<file path="config.mk">
export PLATFORM = sky130hd
export DESIGN_NAME = ram_arbiter
export DESIGN_NICKNAME = d
export VERILOG_FILES = /design/src/rtl/ram_arbiter_pkg.sv /design/src/rtl/ram_arbiter_grant.sv /design/src/rtl/ram_arbiter.sv
export SDC_FILE = /design/constraint.sdc
export NUM_CORES = 1
export LEC_CHECK = 0
export ABC_AREA = 1
export CAP_MARGIN = 30
export CORE_ASPECT_RATIO = 0.6
export CORE_UTILIZATION = 44
export DETAILED_ROUTE_END_ITERATION = 8
export GPL_ROUTABILITY_DRIVEN = 0
export GPL_TIMING_DRIVEN = 0
export PLACE_DENSITY = 0.84
export SLEW_MARGIN = 10
export SYNTH_ARGS = -nofsm -noshare
export SYNTH_HDL_FRONTEND = slang
export SYNTH_SLANG_ARGS = --single-unit
</file>
<file path="constraint.sdc">
create_clock -name clk -period 1.63 [get_ports clk]
set_input_delay 0.2445 -clock clk [delete_from_list [all_inputs] [get_ports clk]]
set_output_delay 0.2445 -clock clk [all_outputs]
set_load 0.005 [all_outputs]
</file>
<file path="src/rtl/ram_arbiter_pkg.sv">
// Shared constants and types for the two-requester RAM arbiter.
// Latency: n/a (declarations only).
// Backpressure: n/a (declarations only).
package ram_arbiter_pkg;

  localparam int REQ_NUM = 2;

  localparam logic REQ_ID_0 = 1'b0;
  localparam logic REQ_ID_1 = 1'b1;

  // One slot of the response shift register: which requester issued it and
  // whether it expects read data back.
  typedef struct packed {
    logic valid;
    logic is_read;
    logic id;
  } rsp_stage_t;

endpackage

</file>
<file path="src/rtl/ram_arbiter_grant.sv">
// One-hot grant between two requesters; round-robin when RAM_ARBITER_RR_EN is defined, else fixed priority to requester 0.
// Latency: combinational grant from valid bits and the registered last-granted pointer.
// Backpressure: grant is held at zero while reset is high; a grant is always an accepted handshake.
module ram_arbiter_grant
  import ram_arbiter_pkg::*;
(
  input  logic               clk,
  input  logic               reset,
  input  logic [REQ_NUM-1:0] valid,
  output logic [REQ_NUM-1:0] grant
);

`ifdef RAM_ARBITER_RR_EN
  logic last_id;

  // Tie goes to the requester that was not granted most recently.
  always_comb begin
    grant = '0;
    if (!reset) begin
      if (valid[0] && valid[1]) begin
        grant = (last_id == REQ_ID_1) ? 2'b01 : 2'b10;
      end else begin
        grant = valid;
      end
    end
  end

  // Pointer moves only when a handshake actually completes.
  always_ff @(posedge clk) begin
    if (reset) begin
      last_id <= REQ_ID_1;
    end else if (|grant) begin
      last_id <= grant[1];
    end
  end
`else
  // Only the round-robin pointer needs the clock.
  logic unused_clk;
  assign unused_clk = clk;

  // Requester 0 always wins a tie; requester 1 may starve.
  always_comb begin
    grant = '0;
    if (!reset) begin
      if (valid[0] && valid[1]) begin
        grant = 2'b01;
      end else begin
        grant = valid;
      end
    end
  end
`endif

endmodule

</file>
<file path="src/rtl/ram_arbiter.sv">
// Two-requester front end for one single-port synchronous RAM (RR tie-break under RAM_ARBITER_RR_EN, fixed priority otherwise).
// Latency: command driven 1 cycle after acceptance, read data returned 3 cycles after acceptance.
// Backpressure: at most one req_ready per cycle; responses cannot be stalled.
module ram_arbiter
  import ram_arbiter_pkg::*;
#(
  parameter int DEPTH = 4,
  parameter int WIDTH = 8
) (
  input  logic             clk,
  input  logic             reset,
  input  logic             req_valid_0,
  input  logic             req_valid_1,
  output logic             req_ready_0,
  output logic             req_ready_1,
  input  logic             req_wr_0,
  input  logic             req_wr_1,
  input  logic [DEPTH-1:0] req_addr_0,
  input  logic [DEPTH-1:0] req_addr_1,
  input  logic [WIDTH-1:0] req_wdata_0,
  input  logic [WIDTH-1:0] req_wdata_1,
  output logic             rsp_valid_0,
  output logic             rsp_valid_1,
  output logic [WIDTH-1:0] rsp_rdata_0,
  output logic [WIDTH-1:0] rsp_rdata_1,
  output logic             ram_enable,
  output logic             ram_wr_en,
  output logic [DEPTH-1:0] ram_address,
  output logic [WIDTH-1:0] ram_data_in,
  input  logic [WIDTH-1:0] ram_data_out,
  output logic             busy
);

  logic [REQ_NUM-1:0] req_valid;
  logic [REQ_NUM-1:0] grant;
  logic               acc;
  logic               sel_id;
  logic               sel_wr;
  logic [DEPTH-1:0]   sel_addr;
  logic [WIDTH-1:0]   sel_wdata;
  rsp_stage_t         stage_1;
  rsp_stage_t         stage_2;

  assign req_valid = {req_valid_1, req_valid_0};

  ram_arbiter_grant u_grant (
    .clk   (clk),
    .reset (reset),
    .valid (req_valid),
    .grant (grant)
  );

  assign req_ready_0 = grant[0];
  assign req_ready_1 = grant[1];

  // Select the fields of whichever request is accepted this cycle.
  always_comb begin
    acc       = |grant;
    sel_id    = grant[1];
    sel_wr    = sel_id ? req_wr_1    : req_wr_0;
    sel_addr  = sel_id ? req_addr_1  : req_addr_0;
    sel_wdata = sel_id ? req_wdata_1 : req_wdata_0;
  end

  // Command register: one RAM access per accepted request, idle otherwise.
  always_ff @(posedge clk) begin
    if (reset) begin
      ram_enable  <= 1'b0;
      ram_wr_en   <= 1'b0;
      ram_address <= '0;
      ram_data_in <= '0;
    end else begin
      ram_enable <= acc;
      ram_wr_en  <= acc & sel_wr;
      if (acc) begin
        ram_address <= sel_addr;
        ram_data_in <= sel_wdata;
      end
    end
  end

  // Track each issued command until the RAM's read data is available.
  always_ff @(posedge clk) begin
    if (reset) begin
      stage_1 <= '0;
      stage_2 <= '0;
    end else begin
      stage_1 <= '{valid: acc, is_read: acc & ~sel_wr, id: sel_id};
      stage_2 <= stage_1;
    end
  end

  // Register read data toward the issuing requester; data holds between reads.
  always_ff @(posedge clk) begin
    if (reset) begin
      rsp_valid_0 <= 1'b0;
      rsp_valid_1 <= 1'b0;
      rsp_rdata_0 <= '0;
      rsp_rdata_1 <= '0;
    end else begin
      rsp_valid_0 <= stage_2.valid & stage_2.is_read & (stage_2.id == REQ_ID_0);
      rsp_valid_1 <= stage_2.valid & stage_2.is_read & (stage_2.id == REQ_ID_1);
      if (stage_2.valid && stage_2.is_read && stage_2.id == REQ_ID_0) begin
        rsp_rdata_0 <= ram_data_out;
      end
      if (stage_2.valid && stage_2.is_read && stage_2.id == REQ_ID_1) begin
        rsp_rdata_1 <= ram_data_out;
      end
    end
  end

  assign busy = ram_enable | stage_1.valid | stage_2.valid;

endmodule

</file>
==> results.md, run 1 <==
- PD cells: 767 nW/um2
- Most frequent cells in the layout: 69 x clkdlybuf4s50_1, 37 x dfxtp_1, 28 x inv_1
- Syn Area/Cell: 7.92 um2
- Largest net degree at the start of global routing: 13
- Setup Skew: 0.00177 ns
- Port bufs: 71
- # fillers: 284
- Hold WC Path Type: input pin to register
- Remaining DRCs: 0
- Global-route wire length before repair: 7180 um
- Ant diodes: 0
- Leakage: 1.07 nW
- Clk sink count: 37
- CP required: 1.39 ns
- Max IR drop VDD: 515 uV
- Via-to-Cell Ratio: 4.75
- Tightest Pin Transition: 0.465 ns
- Startpoint types: input pin
- End of the worst register-to-register path: rsp_rdata_0[7]
- Top post-synthesis cells by area: dfxtp_1 45%, a21oi_1 6.4%, inv_1 6.4%
- Crit Path Max Fanout: 6
- # hold bufs at CTS: 0
- Dpl cell area: 2410 um2
- Hold Crit Depth: 4
- Layout cell share with drive strength beyond 1: 0.168
- Row Count: 16
- Total Routed Length: 4270 um
- Core area: 3400 um2
- Crit Reg-Reg Startpoint: stage_2[0]
- Maxcap violations: 0
- Mapped Nets: 245
- Grt ovf: 0
- Synth Warn #: 0
- Leading cell type in the layout, fill and taps excluded: clkdlybuf4s50_1
- DIE WIDTH: 80.8 um
- Final Max Tran Viols: 0
- Share of the synthesized area in the top cell type: 0.452
- CP max stage delay: 0.50 ns
- Setup violations, final: 0
- RSZ-0062 raised after global routing: false
- Die area: 3980 um2
- CTS Buffer Depth: 2
- Fmax: 639 MHz
- Hold Fails Final Rpt: 0
- Kind of critical path: input pin to output pin
- Crit end category: output pin
- Min Tclk post-route: 1.57 ns
- Seq/Total Area, Yosys: 0.452
- Setup TNS: 0 ns
- CP arrival: 1.32 ns
- Outcome: finished clean
- Hold Crit Endpoint: ram_data_in[3]
- Yosys cell types: 23
- Clock Latency Late Sink: 0.28 ns
- Syn-to-layout area delta: 52.0%
- Yosys reg bits: 37
- Post-Syn Instances: 207
- Num CTS Buffers: 5
- # Post-CTS Setup Buffers: 0
- Fin crit share: 0.961
- Root buffer cell: clkbuf_8
- I/O pin total: 73
- Vias in the first global route: 1,487
- Slew HR: 0.690
- Worst path cell trace: clkdlybuf4s15_1, nand3_4, inv_1, clkdlybuf4s50_1
- Clock slew at reported path FFs: 0.07 ns
- Fin nets: 323
- Antenna Nets Post-Route: 0
- Worst R2R Path Depth: 5
- DR WL/cell: 12.9 um
- Die Y: 49.3 um
- Initial Util: 0.482
- Biggest area consumer among synthesized cells: dfxtp_1
- Hold_sp: reset
- Vias: 1,571
- Synth Cell Area: 1640 um2
- Slowest cell on the critical path: clkdlybuf4s50_1
- Initial drt markers: 110
- Htree depth: 2
- Final instance area: 2490 um2
- Dpl hpwl: 3250 um
- Pre-Repair DR Iteration Count: 4
- Reg-to-reg slack, setup: 0.47 ns
- GRT Total Usage: 0.241
- TritonCTS clock tree: yes
- Antenna violations before repair: 0
-- worst max-delay path, delay by kind of cell --
kind	cells	cell delay (ns)
buf+inv	3	0.92
simple gates	1	0.15
-- synth_stat cells --
cell and n:
buf_8 2, buf_6 3, dfxtp_1 37, nand3_2 9, nor2_4 1, o21ai_4 1
or2_1 1, buf_2 3, nor2_1 22, nand3_4 1, inv_2 4, inv_4 1
nor2_2 1, clkbuf_1 2, buf_4 1, nand3_1 11, inv_6 1, nand4_1 12
nand2_1 27, inv_1 28, nand2_2 10, a21oi_1 21, o21ai_1 8
-- where the power goes --
| group | internal (mW) | switching, mW | total [mW] |
|---|---|---|---|
| logic | 0.197 | 0.147 | 0.344 |
| registers | 0.940 | 0.0164 | 0.956 |
| clock network | 0.295 | 0.316 | 0.611 |
| total | 1.43 | 0.480 | 1.91 |
-- flip-flops by register name (all words and copies together) (netlist names) --
name	flops
ram_data_in	8
rsp_rdata_0	8
rsp_rdata_1	8
ram_address	4
stage_1	3
stage_2	3
ram_wr_en	1
rsp_valid_0	1
rsp_valid_1	1
-- metrics by stage --
stage / utilization / setup WS [ns] / hold WS, ns / std cells / total power [mW]
after CTS: 0.733 / 0.00223 / 0.257 / 331 / 1.93
after floorplan: - / 0.659 / 0.379 / 207 / 1.13
after global routing: 0.732 / 0.0136 / 0.269 / 331 / 2.02
final: 0.732 / 0.0640 / 0.265 / 331 / 1.91
after detailed placement: 0.707 / -0.324 / 0.396 / 323 / 1.32
after global placement: 0.707 / -0.307 / 0.393 / 323 / 1.31
-- timing repair --
item / 4_1_cts / 5_1_grt
gates cloned: 0 / 0
gates resized for setup: 4 / 4
setup endpoints to repair: 2 / 2
pin swaps: 0 / 0
-- worst max path at each step --
stage | startpoint | endpoint | slack (ns) | depth (start not counted)
6_report | req_valid_1 | req_ready_1 | 0.06 | 4
5_1_grt | req_valid_1 | req_ready_1 | 0.01 | 4
4_1_cts | req_valid_0 | req_ready_0 | 0.002 | 5
3_5_place_dp | req_valid_0 | req_ready_0 | -0.32 | 5
3_3_place_gp | req_valid_0 | req_ready_0 | -0.31 | 5
2_1_floorplan | stage_2[0] | rsp_rdata_0[0] | 0.66 | 5
-- final cells by class --
cell class / instances / area (um2) / area share
inverter: 34 / 135 / 0.0542
buffer: 11 / 97.6 / 0.0392
sequential: 37 / 741 / 0.297
tap: 45 / 56.3 / 0.0226
clock inverter: 3 / 17.5 / 0.00703
timing repair buffer: 71 / 706 / 0.283
clock buffer: 5 / 68.8 / 0.0276
multi-input combinational: 125 / 669 / 0.269
-- per-layer routing --
layer / part of all wire / routed length [um] / vias to the layer above / track usage
met1: 0.49 / 2110 / 707 / 0.326
met5: 0 / 0 / - / 0
met4: 0 / 0 / 0 / 0.0446
met2: 0.44 / 1880 / 47 / 0.376
li1: - / - / 817 / -
met3: 0.066 / 281 / 0 / 0.0804
-- cells by family after synthesis --
| group | after synthesis | synth area share |
|---|---|---|
| flops | 37 | 0.452 |
| compound gates | 30 | 0.0985 |
| buf+inv | 45 | 0.140 |
| simple gates | 95 | 0.310 |
(Power assumes the default switching activity.)
==> inputs of run 2 (changes only) <==
--- a/config.mk
+++ b/config.mk
@@ -5,14 +5,14 @@
 export SDC_FILE = /design/constraint.sdc
 export NUM_CORES = 1
 export LEC_CHECK = 0
-export ABC_AREA = 1
+export ABC_AREA = 0
 export CAP_MARGIN = 30
 export CORE_ASPECT_RATIO = 0.6
-export CORE_UTILIZATION = 44
+export CORE_UTILIZATION = 40
 export DETAILED_ROUTE_END_ITERATION = 8
 export GPL_ROUTABILITY_DRIVEN = 0
 export GPL_TIMING_DRIVEN = 0
-export PLACE_DENSITY = 0.84
+export PLACE_DENSITY = 0.78
 export SLEW_MARGIN = 10
 export SYNTH_ARGS = -nofsm -noshare
 export SYNTH_HDL_FRONTEND = slang
==> run 2 against run 1 <==
Net effect: clock skew increased by 0.0040 ns; die area increased by 5.9%; fmax increased by 0.42%; total power increased by 7.6%; cell area decreased by 1.4%; synthesized cell count decreased by 29%; worst hold slack got worse by 0.023 ns; synthesized area decreased by 3.5%; sequential share of layout area increased by 0.48 points; critical path type unchanged; critical endpoint is now req_ready_0; largest power group unchanged.
==> results.md, run 2 <==
- Syn Area/Cell: 10.8 um2 (+36%)
- DIE WIDTH: 83.2 um (+2.9%)
- Die Y: 50.7 um (+2.9%)
- WL met1: 1780 um (-16%)
- Top Layer Used: met4
- CP arrival: 1.31 ns (about the same)
- Final setup margin: 0.0705 ns (+0.00654 ns)
- TritonCTS clock tree: yes
- Dpl cell area: 2330 um2 (-3.1%)
- Kind of critical path: input pin to output pin
- Biggest area consumer among synthesized cells: dfxtp_1
- Outcome: finished clean
- # hold bufs at CTS: 0 (unchanged)
- Total Routed Length: 3710 um (-13%)
- Yosys reg bits: 37 (unchanged)
- Leading cell type in the layout, fill and taps excluded: clkdlybuf4s50_1
- Reg-to-reg slack, setup: 0.56 ns (+0.09 ns)
- Hold WC Path Type: input pin to register
- CTS Buffer Depth: 2 (unchanged)
- Global-route wire length before repair: 6180 um (-14%)
- Ant diodes: 0 (unchanged)
- PD cells: 837 nW/um2 (+9.1%)
- DR WL/cell: 13.7 um (+6.1%)
- Root buffer cell: clkbuf_8
- Seq/Total Area, Yosys: 0.468 (+0.0164)
- Top post-synthesis cells by area: dfxtp_1 47%, mux2i_1 18%, nand2b_1 9.9%
- Grt ovf: 0 (unchanged)
- Most frequent cells in the layout: 67 x clkdlybuf4s50_1, 36 x dfxtp_1, 28 x mux2i_1
- Row Count: 17 (+1)
- Fin crit share: 0.957 (-0.00401)
- Synth cell count leaders: 37 x dfxtp_1, 28 x mux2i_1, 25 x nand2b_1
- Via-to-Cell Ratio: 4.74 (-0.17%)
- Hold Fails Final Rpt: 0 (unchanged)
- Syn-to-layout area delta: 55.3%
- GRT Total Usage: 0.189 (-0.0520)
- Vias in the first global route: 1,310 (-12%)
- Vias: 1,284 (-18%)
- Antenna violations before repair: 0 (unchanged)
- # fillers: 288 (+1.4%)
- Max IR drop VDD: 460 uV (-11%)
- Clock slew at reported path FFs: 0.07 ns (about the same)
- Synth Warn #: 0 (unchanged)
- Fin Hold WS: 0.243 ns (-0.0227 ns)
- Pre-Repair DR Iteration Count: 4 (unchanged)
- Tightest Pin Transition: 0.387 ns (-0.0780 ns)
- Final total power: 2.06 mW (+7.6%)
- Min Tclk post-route: 1.56 ns (-0.00654 ns)
- Startpoint types: input pin
- Largest net degree at the start of global routing: 12 (-1)
- Cell with the most instances after synthesis: dfxtp_1
- RSZ-0062 raised after global routing: false
- Htree depth: 2 (unchanged)
- Setup violations, final: 0 (unchanged)
- Initial drt markers: 42 (-62%)
- Clock Latency Late Sink: 0.28 ns (about the same)
- Dpl hpwl: 2860 um (-12%)
- Mapped Nets: 185 (-24%)
- Yosys cell types: 24 (+4.3%)
- Final Max Tran Viols: 0 (unchanged)
- Synth Flop Type: dfxtp_1
- Setup Skew: 0.00574 ns (+0.00397 ns)
- Maxcap violations: 0 (unchanged)
- Fin nets: 261 (-19%)
- Post-synth ARST share: 0 (unchanged)
- Clk sink count: 37 (unchanged)
- Core area: 3720 um2 (+9.4%)
- CP required: 1.39 ns (about the same)
- Layout cell share with drive strength beyond 1: 0.103 (-0.0652)
- # Post-CTS Setup Buffers: 0 (unchanged)
- Share of the synthesized area in the top cell type: 0.468 (+0.0164)
- Die area: 4220 um2 (+5.9%)
- Slew HR: 0.742 (+0.0520)
- Setup TNS: 0 ns (unchanged)
- Largest regs: ram_data_in (8), rsp_rdata_0 (8), rsp_rdata_1 (8)
- Synth Cell Area: 1580 um2 (-3.5%)
- Metal2 WL: 1660 um (-12%)
- Initial Util: 0.425 (-0.0567)
- Crit Path Max Fanout: 10 (+4)
- Remaining DRCs: 0 (unchanged)
- Number of synthesized flops with an enable pin: 0 (unchanged)
- Port bufs: 69 (-2.8%)
- Num CTS Buffers: 5 (unchanged)
- Leakage: 0.998 nW (-6.9%)
- Post-Syn Instances: 147 (-29%)
- Antenna Nets Post-Route: 0 (unchanged)
- I/O pin total: 73 (unchanged)
- Met3 Routed Length: 243 um (-14%)
- Fmax: 641 MHz (+0.42%)
- Final instance area: 2460 um2 (-1.4%)
- Place WS: 0.0285 ns (+0.353 ns)
- Crit end category: output pin
==> run 2: per-layer routing <==
layer	vias to the layer above	global-route usage
li1	651	-
met1	588	0.244
met4	0	0.0517
met2	40	0.303
met5	-	0
met3	5	0.0658
==> run 2: kinds of logic after synthesis <==
family / share of synthesized area
mux: 0.177
simple gates: 0.228
flops: 0.468
compound gates: 0.0657
buf+inv: 0.0609
==> run 2: area by class of cell <==
class / count / area, um2 / area share
Buffer: 11 / 95.1 / 0.0387
Clock buffer: 7 / 86.3 / 0.0352
Clock inverter: 1 / 30.0 / 0.0122
Inverter: 1 / 3.75 / 0.00153
Multi-Input combinational cell: 98 / 744 / 0.303
Sequential cell: 37 / 742 / 0.302
Tap cell: 47 / 58.8 / 0.0239
Timing Repair Buffer: 69 / 696 / 0.283
==> run 2: stage by stage <==
stage               cells  utilization
finish                271        0.660
global route          271        0.660
CTS                   271        0.658
detailed placement    263        0.626
global placement      263        0.626
floorplan             147            -
==> run 2: where the power goes <==
group	internal (mW)	switching, mW	leakage [nW]
clock network	0.499	0.315	0.0585
logic	0.193	0.0957	0.637
registers	0.937	0.0176	0.303
==> run 2: worst paths after layout <==
| kind | start | endpoint | depth (start not counted) |
|---|---|---|---|
| hold reg to reg | stage_1[0] | stage_2[0] | 1 |
| setup / recovery | reset | req_ready_0 | 5 |
| hold / removal | req_valid_0 | stage_1[1] | 3 |
| setup reg to reg | stage_2[1] | rsp_rdata_1[5] | 3 |
==> run 2: critical path, cell delays in order <==
cell             delay [ns]
buf_2                  0.15
buf_6                  0.15
buf_4                  0.17
nor2_1                 0.09
clkdlybuf4s50_1        0.51
==> run 2: repair_timing <==
item	in CTS	in global routing
gates resized for setup	1	4
setup endpoints to repair	1	3
pin swaps	0	0
